File: config.mk
export PLATFORM = sky130hd
export DESIGN_NAME = mc_sequencer_flat
export DESIGN_NICKNAME = d
export VERILOG_FILES = /design/src/rtl/mc_pkg.sv /design/src/rtl/mc_if.sv /design/src/rtl/mc_watchdog.sv /design/src/rtl/mc_sequencer.sv /design/src/flat_wrapper.sv
export SDC_FILE = /design/constraint.sdc
export NUM_CORES = 1
export LEC_CHECK = 0
export CORE_ASPECT_RATIO = 1.1
export CORE_UTILIZATION = 49
export CTS_BUF_LIST = sky130_fd_sc_hd__clkbuf_8 sky130_fd_sc_hd__clkbuf_16
export CTS_CLUSTER_DIAMETER = 120
export DETAILED_ROUTE_END_ITERATION = 10
export PLACE_DENSITY = 0.82
export SLEW_MARGIN = 20
export SYNTH_ARGS = -nofsm -noshare
export SYNTH_HDL_FRONTEND = slang
export SYNTH_SLANG_ARGS = --single-unit
File: constraint.sdc
create_clock -name clk -period 3.05 [get_ports clk]
set_clock_uncertainty 0.15 [all_clocks]
set_input_delay 0.915 -clock clk [delete_from_list [all_inputs] [get_ports clk]]
set_output_delay 0.915 -clock clk [all_outputs]
set_load 0.01 [all_outputs]
File: src/rtl/mc_pkg.sv
// Shared definitions for the micro-coded sequencer: FSM states, control-word
// field positions and the default acknowledge timeout.
package mc_pkg;

  typedef enum logic [2:0] {
    S_IDLE,
    S_FETCH,
    S_DECODE,
    S_EXEC,
    S_MEM,
    S_WB,
    S_HALT
  } state_t;

  // Decoded control word layout
  localparam int CTRL_W    = 21;
  localparam int ALUOP_HI  = 20;
  localparam int ALUOP_LO  = 19;
  localparam int MEMOP_BIT = 18;
  localparam int LOAD_BIT  = 17;
  localparam int WE_BIT    = 16;
  localparam int VALID_BIT = 15;
  localparam int RS_HI     = 14;
  localparam int RS_LO     = 10;
  localparam int RT_HI     = 9;
  localparam int RT_LO     = 5;
  localparam int DEST_HI   = 4;
  localparam int DEST_LO   = 0;

  // Wait cycles tolerated for an acknowledge before the sequencer halts
  localparam int MEM_TIMEOUT_DEF = 15;

endpackage

File: src/rtl/mc_if.sv
// Sequencer-to-environment bus: fetch/data handshakes, control word in,
// execute/write-back strobes and status out.
interface mc_if
  import mc_pkg::*;
#(
  parameter int CNT_W = 16
);
  logic              run;
  logic              imem_req;
  logic              imem_ack;
  logic              ir_load;
  logic [CTRL_W-1:0] ctrl_in;
  logic              alu_en;
  logic [1:0]        aluop;
  logic              dmem_req;
  logic              dmem_we;
  logic              dmem_ack;
  logic              rf_we;
  logic [4:0]        rf_waddr;
  logic              pc_inc;
  logic [CNT_W-1:0]  retired;
  logic              busy;
  logic              err_illegal;
  logic              err_timeout;

  // The sequencer side
  modport master (
    input  run, imem_ack, ctrl_in, dmem_ack,
    output imem_req, ir_load, alu_en, aluop, dmem_req, dmem_we,
           rf_we, rf_waddr, pc_inc, retired, busy, err_illegal, err_timeout
  );

  // The memory / datapath side
  modport slave (
    output run, imem_ack, ctrl_in, dmem_ack,
    input  imem_req, ir_load, alu_en, aluop, dmem_req, dmem_we,
           rf_we, rf_waddr, pc_inc, retired, busy, err_illegal, err_timeout
  );
endinterface

File: src/rtl/mc_watchdog.sv
// Acknowledge wait counter. Cleared when a waiting state is entered, counts
// each cycle the acknowledge is missing, and flags the miss that would bring
// it to LIMIT so the caller can abort in that same cycle.
module mc_watchdog #(
  parameter int LIMIT = 15
) (
  input  logic clk,
  input  logic rst,
  input  logic clear,
  input  logic count,
  output logic expired
);

  localparam int W = $clog2(LIMIT + 1);

  logic [W-1:0] cnt_q, cnt_d;

  // Next count: clear wins, otherwise saturating increment while counting
  always_comb begin
    // NOTE: every always_comb output gets a default first so no path can infer a latch.
    cnt_d = cnt_q;
    if (clear) begin
      cnt_d = '0;
    end else if (count && (cnt_q != W'(LIMIT))) begin
      cnt_d = cnt_q + W'(1);
    end
  end

  assign expired = count && (cnt_q == W'(LIMIT - 1));

  // Counter register
  always_ff @(posedge clk or posedge rst) begin
    // NOTE: sequential state uses non-blocking assignments so all flops update together.
    if (rst) begin
      cnt_q <= '0;
    end else begin
      cnt_q <= cnt_d;
    end
  end

endmodule

File: src/rtl/mc_sequencer.sv
// Multi-cycle instruction sequencer: fetch, decode, execute, optional data
// memory access and register write-back, with retire counting and sticky
// illegal-instruction / memory-timeout halts.
module mc_sequencer
  import mc_pkg::*;
#(
  parameter int MEM_TIMEOUT = MEM_TIMEOUT_DEF,
  parameter int CNT_W       = 16
) (
  input  logic clk,
  input  logic rst,
  mc_if.master bus
);

  state_t            state_q, state_d;
  logic [CTRL_W-1:0] ctrl_q, ctrl_d;
  logic [CNT_W-1:0]  retired_q, retired_d;
  logic              err_illegal_q, err_illegal_d;
  logic              err_timeout_q, err_timeout_d;

  logic imem_req, ir_load, alu_en, dmem_req, dmem_we, rf_we, pc_inc;
  logic wd_clear, wd_count, wd_expired;

  // Only the waiting states count missing acknowledges; acks elsewhere are ignored
  assign wd_count = ((state_q == S_FETCH) && !bus.imem_ack) ||
                    ((state_q == S_MEM)   && !bus.dmem_ack);
  assign wd_clear = (state_d != state_q) &&
                    ((state_d == S_FETCH) || (state_d == S_MEM));

  mc_watchdog #(.LIMIT(MEM_TIMEOUT)) u_watchdog (
    .clk     (clk),
    .rst     (rst),
    .clear   (wd_clear),
    .count   (wd_count),
    .expired (wd_expired)
  );

  // Next-state, strobes and retire bookkeeping
  always_comb begin
    state_d       = state_q;
    ctrl_d        = ctrl_q;
    retired_d     = retired_q;
    err_illegal_d = err_illegal_q;
    err_timeout_d = err_timeout_q;
    imem_req      = 1'b0;
    ir_load       = 1'b0;
    alu_en        = 1'b0;
    dmem_req      = 1'b0;
    dmem_we       = 1'b0;
    rf_we         = 1'b0;
    pc_inc        = 1'b0;

    unique case (state_q)
      S_IDLE: begin
        if (bus.run) state_d = S_FETCH;
      end
      S_FETCH: begin
        imem_req = 1'b1;
        if (bus.imem_ack) begin
          ir_load = 1'b1;
          state_d = S_DECODE;
        end else if (wd_expired) begin
          err_timeout_d = 1'b1;
          state_d       = S_HALT;
        end
      end
      S_DECODE: begin
        ctrl_d = bus.ctrl_in;
        if (!bus.ctrl_in[VALID_BIT]) begin
          err_illegal_d = 1'b1;
          state_d       = S_HALT;
        end else begin
          state_d = S_EXEC;
        end
      end
      S_EXEC: begin
        alu_en  = 1'b1;
        state_d = ctrl_q[MEMOP_BIT] ? S_MEM : S_WB;
      end
      S_MEM: begin
        dmem_req = 1'b1;
        dmem_we  = ctrl_q[WE_BIT];
        if (bus.dmem_ack) begin
          if (ctrl_q[LOAD_BIT]) begin
            state_d = S_WB;
          end else begin
            // Stores have nothing to write back and retire here
            pc_inc  = 1'b1;
            state_d = bus.run ? S_FETCH : S_IDLE;
          end
        end else if (wd_expired) begin
          err_timeout_d = 1'b1;
          state_d       = S_HALT;
        end
      end
      S_WB: begin
        rf_we   = (ctrl_q[DEST_HI:DEST_LO] != '0);
        pc_inc  = 1'b1;
        state_d = bus.run ? S_FETCH : S_IDLE;
      end
      S_HALT: begin
        state_d = S_HALT;
      end
      default: begin
        state_d = S_IDLE;
      end
    endcase

    if (pc_inc) retired_d = retired_q + CNT_W'(1);
  end

  // State, latched control word, counter and sticky error flags
  always_ff @(posedge clk or posedge rst) begin
    if (rst) begin
      state_q       <= S_IDLE;
      ctrl_q        <= '0;
      retired_q     <= '0;
      err_illegal_q <= 1'b0;
      err_timeout_q <= 1'b0;
    end else begin
      state_q       <= state_d;
      ctrl_q        <= ctrl_d;
      retired_q     <= retired_d;
      err_illegal_q <= err_illegal_d;
      err_timeout_q <= err_timeout_d;
    end
  end

  // rs/rt feed the datapath directly; the sequencer only carries them along
  logic unused_rs_rt;
  assign unused_rs_rt = ^{ctrl_q[RS_HI:RS_LO], ctrl_q[RT_HI:RT_LO]};

  assign bus.imem_req    = imem_req;
  assign bus.ir_load     = ir_load;
  assign bus.alu_en      = alu_en;
  assign bus.aluop       = ctrl_q[ALUOP_HI:ALUOP_LO];
  assign bus.dmem_req    = dmem_req;
  assign bus.dmem_we     = dmem_we;
  assign bus.rf_we       = rf_we;
  assign bus.rf_waddr    = ctrl_q[DEST_HI:DEST_LO];
  assign bus.pc_inc      = pc_inc;
  assign bus.retired     = retired_q;
  assign bus.busy        = (state_q != S_IDLE) && (state_q != S_HALT);
  assign bus.err_illegal = err_illegal_q;
  assign bus.err_timeout = err_timeout_q;

endmodule

File: src/flat_wrapper.sv
// flat-port wrapper written by rule: the top's interface ports become plain ports
module mc_sequencer_flat import mc_pkg::*;
#(
  parameter int MEM_TIMEOUT = MEM_TIMEOUT_DEF,
  parameter int CNT_W       = 16
)
  (clk, rst, bus_run, bus_imem_ack, bus_ctrl_in, bus_dmem_ack, bus_imem_req, bus_ir_load, bus_alu_en, bus_aluop, bus_dmem_req, bus_dmem_we, bus_rf_we, bus_rf_waddr, bus_pc_inc, bus_retired, bus_busy, bus_err_illegal, bus_err_timeout);
  mc_if #(.CNT_W(CNT_W)) bus_i ();
  input  logic clk;
  input  logic rst;
  input wire logic [$bits(bus_i.run)-1:0] bus_run;
  input wire logic [$bits(bus_i.imem_ack)-1:0] bus_imem_ack;
  input wire logic [$bits(bus_i.ctrl_in)-1:0] bus_ctrl_in;
  input wire logic [$bits(bus_i.dmem_ack)-1:0] bus_dmem_ack;
  output wire logic [$bits(bus_i.imem_req)-1:0] bus_imem_req;
  output wire logic [$bits(bus_i.ir_load)-1:0] bus_ir_load;
  output wire logic [$bits(bus_i.alu_en)-1:0] bus_alu_en;
  output wire logic [$bits(bus_i.aluop)-1:0] bus_aluop;
  output wire logic [$bits(bus_i.dmem_req)-1:0] bus_dmem_req;
  output wire logic [$bits(bus_i.dmem_we)-1:0] bus_dmem_we;
  output wire logic [$bits(bus_i.rf_we)-1:0] bus_rf_we;
  output wire logic [$bits(bus_i.rf_waddr)-1:0] bus_rf_waddr;
  output wire logic [$bits(bus_i.pc_inc)-1:0] bus_pc_inc;
  output wire logic [$bits(bus_i.retired)-1:0] bus_retired;
  output wire logic [$bits(bus_i.busy)-1:0] bus_busy;
  output wire logic [$bits(bus_i.err_illegal)-1:0] bus_err_illegal;
  output wire logic [$bits(bus_i.err_timeout)-1:0] bus_err_timeout;
  assign bus_i.run = bus_run;
  assign bus_i.imem_ack = bus_imem_ack;
  assign bus_i.ctrl_in = bus_ctrl_in;
  assign bus_i.dmem_ack = bus_dmem_ack;
  assign bus_imem_req = bus_i.imem_req;
  assign bus_ir_load = bus_i.ir_load;
  assign bus_alu_en = bus_i.alu_en;
  assign bus_aluop = bus_i.aluop;
  assign bus_dmem_req = bus_i.dmem_req;
  assign bus_dmem_we = bus_i.dmem_we;
  assign bus_rf_we = bus_i.rf_we;
  assign bus_rf_waddr = bus_i.rf_waddr;
  assign bus_pc_inc = bus_i.pc_inc;
  assign bus_retired = bus_i.retired;
  assign bus_busy = bus_i.busy;
  assign bus_err_illegal = bus_i.err_illegal;
  assign bus_err_timeout = bus_i.err_timeout;
  mc_sequencer #(.MEM_TIMEOUT(MEM_TIMEOUT), .CNT_W(CNT_W)) u_core (.clk(clk), .rst(rst), .bus(bus_i));
endmodule
==> metrics.md <==
| Metric | Value |
|---|---|
| Final Non-Filler Cells | 268 |
| Clock-pin slew on the worst setup and hold paths | 70 ps |
| Drt initial violations | 33 |
| Synth top area share | 48.6% |
| Slowest stage delay, CP | 480 ps |
| Critical path origin | u_core.state_q[2]$_DFF_PP0_ |
| Crit-path slowest cell | clkdlybuf4s50_1 |
| Mapped Cells | 164 |
| Ant. Diodes | 0 |
| I/O Buffers | 48 |
| Top routing layer in use | met4 |
| LEAKAGE | 1.07 nW |
| Final WL | 3.83 mm |
| Max-cap violations | 0 |
| Ys async rst share | 100% |
| Clock buffer depth | 2 |
| Worst Path Buf+Inv | 2 |
| Layout area overhead | 36.6% |
| Antenna viol nets, final | 0 |
| R2R depth | 7 |
| Initial antenna violation count | 0 |
| Worst-Margin Slew | 623 ps |
| Total grt overflow | 0 |
| Critical Path Fanout Max | 8 |
| Crit path kind | reg2out |
| Setup-failing EPs final | 0 |
| Total number of cells along the worst setup path | 4 |
| Startpoint Class | register |
| CTS Buf Count | 5 |
| Critical path cell sequence | buf_4, nor2b_1, or3_1, clkdlybuf4s50_1 |
| Filler Cells Inserted | 274 |
| Routed wl met2 | 1.97 mm |
| Kind of end point of the critical path | output pin |
| Cell Area, Synth | 1800 um2 |
| Top Family by Delay on Critical Path | buffers and inverters |
| GRT Total Usage | 22.5% |
| Post-Syn Nets | 193 |
| Postcts setup bufs | 0 |
| Max VDD drop | 0.444 mV |
| Top cells by area, synth | dfrtp_1 (49%), xnor2_1 (7.3%), mux2_2 (6.3%) |
| Crit path time final | 2970 ps |
| Vias per inst | 5.11 |
| Fin crit share | 97.5% |
| CTS tree | built |
| Dpl ws | -321 ps |
| First-pass GRT wire length | 6.50 mm |
| Initial Util | 52.7% |
| Synth warn | 0 |
| Count leader, synth | dfrtp_1 |
| Sequential Area | 876 um2 |
| CTS sink cnt | 35 |
| Die area | 3920 um2 |
| Fmax | 336 MHz |
| Crit Reg-Reg Endpoint | u_core.bus.retired[15]$_DFFE_PP0P_ |
| Syn Area/Cell | 11.0 um2 |
| Fin. Hold Viols | 0 |
| # nets final | 248 |
| Leading area contributor after synthesis | dfrtp_1 |
| Multi-input gate area | 828 um2 |
| Worst endpoint required time | 1980 ps |
| Largest net degree at the start of global routing | 36 |
| DIE HEIGHT | 65.6 um |
| Gpl congestion | 0.828 |
| Wire per inst | 14.3 um |
| First-pass iteration count of the detailed router | 4 |
| I/O pin count | 59 |
| Clock Latency Late Sink | 290 ps |
| Flops & latches, synth | 35 |
| Post-route setup slack | 76.0 ps |
| Slew margin rel. | 57.9% |
| Synth top cells by count | dfrtp_1 (35), xnor2_1 (15), nand2_1 (12) |
| Class of the worst hold path | reg2reg |
| CTS H-tree lvls | 2 |
| Placeable Area | 3410 um2 |
| Ratio of cells with drive above 1 in the final layout | 17.7% |
| Placed cell count | 260 |
| M1 WL | 1.59 mm |
| Hold Slack | 308 ps |
| Max-slew violations | 0 |
| Synth cell types | 41 |
| DP HPWL | 2.76 mm |
| Rows | 22 |
| CTS Root Buffer Type | clkbuf_8 |
| Cell Pwr Density | 813 nW/um2 |
| WP data arrival | 1910 ps |
| DR DRC count | 0 |
| Sequential area share after synthesis | 48.6% |
| Flop2flop setup slack | 860 ps |
| Vias | 1369 |
| Status | complete, no violations |
| Reg-to-Reg Start | u_core.state_q[2]$_DFF_PP0_ |
| Number of global-route vias before repair | 1435 |
| Met3 wire len | 212 um |
| RSZ-0062 raised after global routing | no |
| Post-synth EDFFs | 0 |
| Worst setup path endpoint | bus_busy |
| Chip Width | 59.8 um |
| Post-synth top flop | dfrtp_1 |
## per-stage QoR
stage | util, % | TNS, ps | power (mW) | cell area, um2
2_1_floorplan | - | 0 | 1.28 | 1800
6_report | 72.1 | 0 | 2.00 | 2460
3_5_place_dp | 68.6 | -398 | 1.58 | 2340
4_1_cts | 72.2 | -38.0 | 2.02 | 2460
3_3_place_gp | 68.6 | -401 | 1.55 | 2340
5_1_grt | 72.1 | 0 | 2.12 | 2460
## metal layers
metal,GRT usage [%],vias to the layer above
li1,-,671
met1,25.9,656
met2,38.6,36
met3,6.69,6
met4,8.72,0
met5,0,-
## worst min-delay path by stage
stage,slack [ps],cells past startpoint,from,end
after floorplan,320,1,u_core.ctrl_q[18]$_DFFE_PP0N_,u_core.ctrl_q[18]$_DFFE_PP0N_
after global placement,290,1,u_core.bus.err_timeout$_DFFE_PP0P_,u_core.bus.err_timeout$_DFFE_PP0P_
after detailed placement,300,1,u_core.bus.err_timeout$_DFFE_PP0P_,u_core.bus.err_timeout$_DFFE_PP0P_
after CTS,310,1,u_core.bus.err_timeout$_DFFE_PP0P_,u_core.bus.err_timeout$_DFFE_PP0P_
after global routing,330,1,u_core.bus.err_timeout$_DFFE_PP0P_,u_core.bus.err_timeout$_DFFE_PP0P_
final,310,1,u_core.bus.err_timeout$_DFFE_PP0P_,u_core.bus.err_timeout$_DFFE_PP0P_
## state kept, by name, summed over array words and instances (netlist names)
signal	count
u_core.bus.retired	16
u_core.ctrl_q	10
u_core.u_watchdog.cnt_q	4
u_core.state_q	3
u_core.bus.err_illegal	1
u_core.bus.err_timeout	1
## area by class of cell
cell class / count / area share [%]
timing repair buffer: 59 / 22.6
sequential: 35 / 35.6
clock inverter: 3 / 1.78
multi-input combinational: 111 / 33.7
tap: 48 / 2.44
inverter: 7 / 1.07
clock buffer: 5 / 2.80
## layout by cell type, fill, tap and decap left out, types with 2 or more instances in the layout
| cell type | netlist | final |
|---|---|---|
| nand3_1 | 8 | 8 |
| a21oi_2 | 2 | 2 |
| buf_4 | 8 | 11 |
| a21o_1 | 3 | 3 |
| nor2b_1 | 4 | 3 |
| inv_1 | 7 | 7 |
| and2_1 | 4 | 4 |
| dfrtp_1 | 35 | 35 |
| ha_1 | 3 | 3 |
| clkdlybuf4s50_1 | 0 | 46 |
| nand2_1 | 12 | 12 |
| clkbuf_8 | 0 | 5 |
| mux2_2 | 10 | 10 |
| xnor2_1 | 15 | 15 |
| nor3_1 | 2 | 2 |
| nor3_2 | 2 | 2 |
| nand2b_1 | 5 | 5 |
| nand4_1 | 5 | 5 |
| or3b_1 | 2 | 2 |
| and3_1 | 2 | 2 |
| nor2_1 | 6 | 6 |
| a21oi_1 | 6 | 6 |
## worst register-to-register path, delay by kind of cell, from the launching register on
kind / cells / cell delay (ps)
simple gates: 3 / 860
xor+xnor: 1 / 150
compound gates: 1 / 110
buf+inv: 2 / 360
flops: 1 / 460
## power breakdown
part	switching [mW]	leakage, nW	internal (mW)
registers	0.110	0.452	0.588
clock network	0.173	0.0581	0.243
logic	0.396	0.565	0.489
## what timing repair did
item	4_1_cts	5_1_grt
endpoints found under the setup margin	3	1
hold buffers	0	0
resized for setup	5	2
pin swaps	0	0
## logic make-up after synthesis
| kind of cell | after synthesis | share of synthesized area, % |
|---|---|---|
| compound gates | 21 | 9.24 |
| xor+xnor | 16 | 7.78 |
| fa+ha+maj | 3 | 2.09 |
| buf+inv | 18 | 5.98 |
| flops | 35 | 48.6 |
| mux | 11 | 6.81 |
| simple gates | 60 | 19.5 |
Note: power is estimated with default switching activity, not from simulation.
